===== src/rtl/de_operand_unit.sv =====
// rtl/de_operand_unit.sv - operand fetch with scoreboard, writeback bypass and a registered issue latch
// Pending-write counters gate issue; a flushed latched writer returns its scoreboard slot.
module de_operand_unit #(
  parameter  int DBITS     = 32,
  parameter  int REGWORDS  = 32,
  parameter  int SBBITS    = 2,
  localparam int REGNOBITS = $clog2(REGWORDS)
) (
  input  logic                 clk,
  input  logic                 reset,
  input  logic                 in_valid,
  output logic                 in_ready,
  input  logic [REGNOBITS-1:0] in_rs1,
  input  logic [REGNOBITS-1:0] in_rs2,
  input  logic [REGNOBITS-1:0] in_rd,
  input  logic                 in_use_rs1,
  input  logic                 in_use_rs2,
  input  logic                 in_wr_reg,
  input  logic                 wb_valid,
  input  logic [REGNOBITS-1:0] wb_regno,
  input  logic [DBITS-1:0]     wb_data,
  input  logic                 flush,
  output logic                 out_valid,
  input  logic                 out_ready,
  output logic [DBITS-1:0]     out_rs1_val,
  output logic [DBITS-1:0]     out_rs2_val,
  output logic [REGNOBITS-1:0] out_rd,
  output logic                 out_wr_reg,
  output logic                 stall,
  output logic                 busy
);

  logic [DBITS-1:0]                r_regs [REGWORDS];
  logic [REGWORDS-1:0][SBBITS-1:0] r_pend;
  logic [REGWORDS-1:0][SBBITS-1:0] w_pend_nxt;

  logic                 r_out_valid;
  logic [DBITS-1:0]     r_out_rs1_val;
  logic [DBITS-1:0]     r_out_rs2_val;
  logic [REGNOBITS-1:0] r_out_rd;
  logic                 r_out_wr_reg;

  logic             w_wb_en;
  logic             w_wb_rs1;
  logic             w_wb_rs2;
  logic             w_wb_rd;
  logic [DBITS-1:0] w_rs1_val;
  logic [DBITS-1:0] w_rs2_val;
  logic             w_rs1_haz;
  logic             w_rs2_haz;
  logic             w_rd_haz;
  logic             w_hazard;
  logic             w_accept;
  logic             w_flush_kill;

  assign w_wb_en  = wb_valid && (wb_regno != '0);
  assign w_wb_rs1 = w_wb_en && (wb_regno == in_rs1);
  assign w_wb_rs2 = w_wb_en && (wb_regno == in_rs2);
  assign w_wb_rd  = w_wb_en && (wb_regno == in_rd);

  assign w_rs1_val = (in_rs1 == '0) ? '0 : (w_wb_rs1 ? wb_data : r_regs[in_rs1]);
  assign w_rs2_val = (in_rs2 == '0) ? '0 : (w_wb_rs2 ? wb_data : r_regs[in_rs2]);

  // A single outstanding write retiring this cycle is covered by the bypass path.
  assign w_rs1_haz = in_use_rs1 && (in_rs1 != '0) && (r_pend[in_rs1] != '0) &&
                     !((r_pend[in_rs1] == SBBITS'(1)) && w_wb_rs1);
  assign w_rs2_haz = in_use_rs2 && (in_rs2 != '0) && (r_pend[in_rs2] != '0) &&
                     !((r_pend[in_rs2] == SBBITS'(1)) && w_wb_rs2);
  assign w_rd_haz  = in_wr_reg && (in_rd != '0) && (r_pend[in_rd] == '1) && !w_wb_rd;
  assign w_hazard  = w_rs1_haz || w_rs2_haz || w_rd_haz;

  assign in_ready = !reset && !flush && !w_hazard && (!r_out_valid || out_ready);
  assign w_accept = in_valid && in_ready;
  assign stall    = in_valid && w_hazard;
  assign busy     = |r_pend;

  assign w_flush_kill = flush && r_out_valid && r_out_wr_reg && (r_out_rd != '0);

  for (genvar g = 0; g < REGWORDS; g++) begin : g_sb
    logic          w_inc;
    logic          w_dec_wb;
    logic          w_dec_fl;
    logic [SBBITS:0] w_up;
    logic [SBBITS:0] w_down;

    assign w_inc    = w_accept && in_wr_reg && (in_rd == REGNOBITS'(g)) && (g != 0);
    assign w_dec_wb = w_wb_en && (wb_regno == REGNOBITS'(g));
    assign w_dec_fl = w_flush_kill && (r_out_rd == REGNOBITS'(g));
    assign w_up     = {1'b0, r_pend[g]} + (SBBITS+1)'(w_inc);
    assign w_down   = (SBBITS+1)'(w_dec_wb) + (SBBITS+1)'(w_dec_fl);
    // Net change is applied arithmetically and floors at zero.
    assign w_pend_nxt[g] = (w_up < w_down) ? '0 : SBBITS'(w_up - w_down);
  end

  always_ff @(posedge clk) begin
    if (reset) begin
      r_pend <= '0;
    end else begin
      r_pend <= w_pend_nxt;
    end
  end

  always_ff @(posedge clk) begin
    if (reset) begin
      for (int i = 0; i < REGWORDS; i++) begin
        r_regs[i] <= '0;
      end
    end else if (w_wb_en) begin
      r_regs[wb_regno] <= wb_data;
    end
  end

  always_ff @(posedge clk) begin
    if (reset) begin
      r_out_valid   <= 1'b0;
      r_out_rs1_val <= '0;
      r_out_rs2_val <= '0;
      r_out_rd      <= '0;
      r_out_wr_reg  <= 1'b0;
    end else if (w_accept) begin
      r_out_valid   <= 1'b1;
      r_out_rs1_val <= w_rs1_val;
      r_out_rs2_val <= w_rs2_val;
      r_out_rd      <= in_rd;
      r_out_wr_reg  <= in_wr_reg;
    end else if (flush || out_ready) begin
      r_out_valid <= 1'b0;
    end
  end

  assign out_valid   = r_out_valid;
  assign out_rs1_val = r_out_rs1_val;
  assign out_rs2_val = r_out_rs2_val;
  assign out_rd      = r_out_rd;
  assign out_wr_reg  = r_out_wr_reg;

endmodule


===== config.mk =====
export PLATFORM = sky130hd
export DESIGN_NAME = de_operand_unit
export DESIGN_NICKNAME = d
export VERILOG_FILES = /design/src/rtl/de_operand_unit.sv
export SDC_FILE = /design/constraint.sdc
export NUM_CORES = 2
export LEC_CHECK = 0
export CORE_MARGIN = 1.5
export CORE_UTILIZATION = 30
export DETAILED_ROUTE_END_ITERATION = 10
export PLACE_DENSITY = 0.54
export SLEW_MARGIN = 5
export SYNTH_ARGS = -nofsm -noshare
export SYNTH_HDL_FRONTEND = slang
export SYNTH_SLANG_ARGS = --single-unit

===== constraint.sdc =====
create_clock -name clk -period 9.2 [get_ports clk]
set_input_delay 2.76 -clock clk [delete_from_list [all_inputs] [get_ports clk]]
set_output_delay 2.76 -clock clk [all_outputs]
set_load 0.005 [all_outputs]

# Word-level counts from Yosys, hierarchy flattened
# Memory sizes are Yosys's and may differ from the RTL's.
# Index checks and enable logic that the tools add are counted.
# classes
n_addsub	95
magnitude_cmp	35
n_eq_ne	99
mux	20
n_reduce_logical	176
# op_table
cell	n
5-bit == test, second input constant	48
32-bit 2-to-1 mux	5
5-bit by 4-bit == test with 1-bit output, second input constant	24
1-bit logical AND	119
2-bit by 1-bit adder with 3-bit output	31
3-bit by 2-bit less-than comparator with 1-bit output	31
1-bit by 1-bit adder with 2-bit output	32
2-bit OR reduction	32
64-bit OR reduction	1
2-bit subtractor	32
5-bit by 3-bit == test with 1-bit output, second input constant	12
32-bit OR reduction	1
2-bit binary-select mux with 5-bit select	3
5-bit by 2-bit == test with 1-bit output, second input constant	6
5-bit nonzero test	5
5-bit logical NOT	4
5-bit by 6-bit less-than comparator with 1-bit output, second input constant	3
5-bit by 1-bit == test with 1-bit output, second input constant	3
5-bit == test	3
1-bit 2-to-1 mux	8
1-bit logical NOT	7
2-bit 2-to-1 mux	3
2-bit nonzero test	3
5-bit 2-to-1 mux	1
other kinds (4)	8
# word_totals
regBits	135
ram_bits	1024
out_inout_bits	74
n_memories	1
# mem_list
memory	depth	word_bits	read_ports	rd_clocked_by_memory_dff	write_ports	line_no	rtl
r_regs	32	32	2	0	32	33	logic [DBITS-1:0] r_regs [REGWORDS];

# Longest topological paths before layout
# logic_depth
depth_word	17
ltp_mapped	19
depth_no_buf	13

# Worst setup path after synthesis
# Ideal clock, no wire load.
# synth_path
path_kind	input-to-output
start	in in_rs1[0]
end	out in_ready
arrival_time_ps	4508
t_required_ps	6440
setup_slack_ps	1932
cell_stages	8
path_cell_list	buf_2 mux4_2 nor3_1 a311oi_1 a32oi_1 nand4_1 nor2_1 and2_1
# synth_between
elab_chain_len	11
word_cells_on_any_way	17
classes_between	eq/ne: 2; mux: 2; reduce/logical: 13
# synth_lines
element	line_no	rtl
from (decl)	13	input logic [REGNOBITS-1:0] in_rs1,
2-bit binary-select mux with 5-bit select	65, 66	
2-bit 2-to-1 mux (not written as such)	65, 66	
2-bit by 1-bit == test with 1-bit output	66	!((r_pend[in_rs1] == SBBITS'(1)) && w_wb_rs1);
1-bit logical AND	66	
1-bit logical NOT	66	
1-bit logical AND (*)	65	assign w_rs1_haz = in_use_rs1 && (in_rs1 != '0) && (r_pend[in_rs1] != '0) &&
1-bit logical OR (*) (2 in series)	70	assign w_hazard = w_rs1_haz || w_rs2_haz || w_rd_haz;
1-bit logical NOT (*)	72	assign in_ready = !reset && !flush && !w_hazard && (!r_out_valid || out_ready);
1-bit logical AND (*) (2 in series)	72	
to (decl)	12	output logic in_ready,
# Every way passes the cells marked *; elsewhere a longest branch is shown, timed or not. The select of a mux whose other input is x is not followed.

# Worst setup path after layout
# layout_path
start	in wb_regno[2]
end	out in_ready
# layout_between
elab_chain_len	11
word_cells_on_any_way	21
classes_between	eq/ne: 3; reduce/logical: 18
# layout_lines
element	line_no	rtl
from (decl)	20	input logic [REGNOBITS-1:0] wb_regno,
5-bit nonzero test	56	assign w_wb_en = wb_valid && (wb_regno != '0);
1-bit logical AND	56	
1-bit logical AND (on tied branches)	57, 58	
1-bit logical AND (on tied branches)	66, 68	
1-bit logical NOT (on tied branches)	66, 68	
1-bit logical AND (on tied branches)	65, 67	
1-bit logical OR	70	
1-bit logical OR (*)	70	
1-bit logical NOT (*)	72	
1-bit logical AND (*) (2 in series)	72	
# Every way passes the cells marked *; elsewhere a longest branch is shown, timed or not.

==> reports/qor.yml <==
port_buffers: 134
place.gp.congestion: 0.8628
clock_sinks: 1159
die_h_um: 467.8
grtUsageTotal: 0.2077
total_power_mw: 13.13
cts_resized: 0
final-hold-violation-count: 0
drcViolationCount: 0
ant_nets: 0
arrival_ps: 5790
cp_slowest_cell: "or4_4"
synth_seq_area_share: 0.5162
cts_setup_buffers: 0
io-pin-count: 135
yosys.area.top_type: "edfxtp_1"
cts_tree: "done"
ys_types: 56
place_area_um2: 69270
top_register: "r_regs"
netlist.area_leader.share: 0.4745
rsz0062_at_grt: "false"
critical-path-top-delay-family: "simple AND/OR/NAND/NOR gates"
reg.largest.list: "r_regs: 1024 flops, r_pend: 64 flops"
initial_core_util: 0.3019
htreeDepth: 4
tns_ps: 0
layout_min_cycle_time_ps: 8551
largest_register_ffs: 1024
clkLatencyLatePin_ps: 780
maxCapViolations: 0
dpl.hpwl_um: 128600
final_common_cell: "edfxtp_1"
die_w_um: 467.8
end_kind: "output port"
final.setup.worst_slack_ps: 649.2
num-nets-final: 4546
synth_edf_count: 1024
syn-cell-area_um2: 64800
drive_gt1_frac: 0.2593
first_global_vias: 40973
finalCritPeriodShare: 0.9294
wire_per_inst_um: 31.38
total_leakage_power_nw: 25.09
clockRootBuffer: "clkbuf_16"
synth_ff_type: "edfxtp_1"
antenna_found_initial: 27
max_freq_mhz: 116.9
setup.worst_path.class: "in2out"
hold_class: "reg2reg"
cts_buffers: 137
dr.pass1.iters: 5
routed_via_density: 5.538
clkTransAtPathRegs_ps: 60
grt_pass1_wl_um: 319700
final_cell_mix: "edfxtp_1, and2_1, mux4_2, clkbuf_16, dfxtp_1"
rows: 170
max_slew_margin: 0.1539
p_per_area_nw_per_um2: 178.2
drtIter0Drc: 5132
path_max_fanout: 15
cp_cell_sequence: "clkdlybuf4s50_1 -> buf_4 -> or3_1 -> o21ai_1 -> or4_4 -> nand4b_1 -> nand4_1 -> nor2_1 -> and2_1 -> clkdlybuf4s50_1"
ys_warn_count: 0
dieArea_um2: 218800
outcome: "completed"
critical_path.max_stage_delay_ps: 560
grt_max_degree: 88
critPathBufInv: 3
cpMostUsedCell: "clkdlybuf4s50_1"
placement.setup.worst_slack_ps: 661.3
start_kind: "input port"
setup_viol: 0
clock_path_buffers: 3
postRouteWirelength_um: 228600
layout-area-overhead-vs-synth_pct: 13.72
worst_pin_slew_ps: 1265
ys_seq_elements: 1159
postLayoutCellArea_um2: 73690
slew_violations: 0
hold_buffers: 0
synth_area_leaders: "edfxtp_1, mux4_2, and2_1, dfxtp_1, ha_1"
overflow: 0
skew_ps: 29.69
via_count: 40341
syn_inst: 4332
synth-async-reset-ratio: 0
vdd_drop_max_mv: 0.1791
core-area_um2: 214600
cp_data_required_time_ps: 6440
avgSynthCellArea_um2: 14.96
-- tightest hold or removal path, cell delays in order (launching register included) --
cell	delay (ps)
dfxtp_1	330
o21ai_0	80
a21oi_1	70
-- synthesized netlist by cell type, types with 43 or more instances --
master and number:
nor3_1 71, o21ai_0 71, dfxtp_1 135, inv_1 68, buf_2 70, clkbuf_1 307, buf_1 43, edfxtp_1 1024
nor2b_1 75, and2_1 995, mux2i_1 75, nor2_1 136, mux2_2 57, ha_1 125, mux4_2 688, a21oi_1 99
-- power by group --
| part | total (mW) | internal, mW | switching (mW) |
|---|---|---|---|
| clock network | 5.48 | 3.18 | 2.29 |
| logic | 1.51 | 0.687 | 0.822 |
| registers | 6.15 | 6.00 | 0.143 |
-- final timing paths --
kind / from / slack (ps) / cells after the start / endpoint
setup reg to reg: r_pend[55] / 4960 / 11 / r_pend[35]
hold / removal: out_wr_reg / 530 / 2 / out_wr_reg
setup / recovery: wb_regno[2] / 650 / 10 / in_ready
hold reg to reg: out_wr_reg / 530 / 2 / out_wr_reg
-- metrics by stage --
stage | util | hold WS (ps) | std cells
after global routing | 0.3433 | 561.3 | 7278
after global placement | 0.3227 | 516.2 | 7027
after floorplan | - | 483.2 | 4365
after CTS | 0.3433 | 522.8 | 7277
after detailed placement | 0.3227 | 505.9 | 7027
final | 0.3434 | 526.8 | 7285
-- area by class of cell --
cell class / count / area [um^2]
Fill cell: 20250 / 140900
Antenna cell: 8 / 20.02
Clock buffer: 191 / 3819
Timing Repair Buffer: 256 / 2318
Clock inverter: 59 / 586.8
Inverter: 68 / 260.3
Sequential cell: 1159 / 33450
Tap cell: 2838 / 3551
Multi-Input combinational cell: 2706 / 29680
-- cell families (layout without fill, tap and decap cells) --
kind of cell             after synthesis  after routing  share of synthesized area
AO/OA/AOI/OAI                        196            196                    0.01637
adder cells (fa/ha/maj)              157            157                    0.03402
AND/OR/NAND/NOR                     1445           1445                     0.1331
other                                  1             42                 0.00005787
multiplexers                         828            828                     0.2625
flip-flops                          1159           1159                     0.5162
buffers and inverters                500            574                    0.03161
XOR/XNOR                              46             46                   0.006217
-- routing by layer --
metal,global-route usage,part of all wire
met4,0.06085,0.029
met3,0.03827,0.089
met2,0.3336,0.47
met1,0.2855,0.41
met5,0,0
Note: power is estimated with default switching activity, not from simulation.
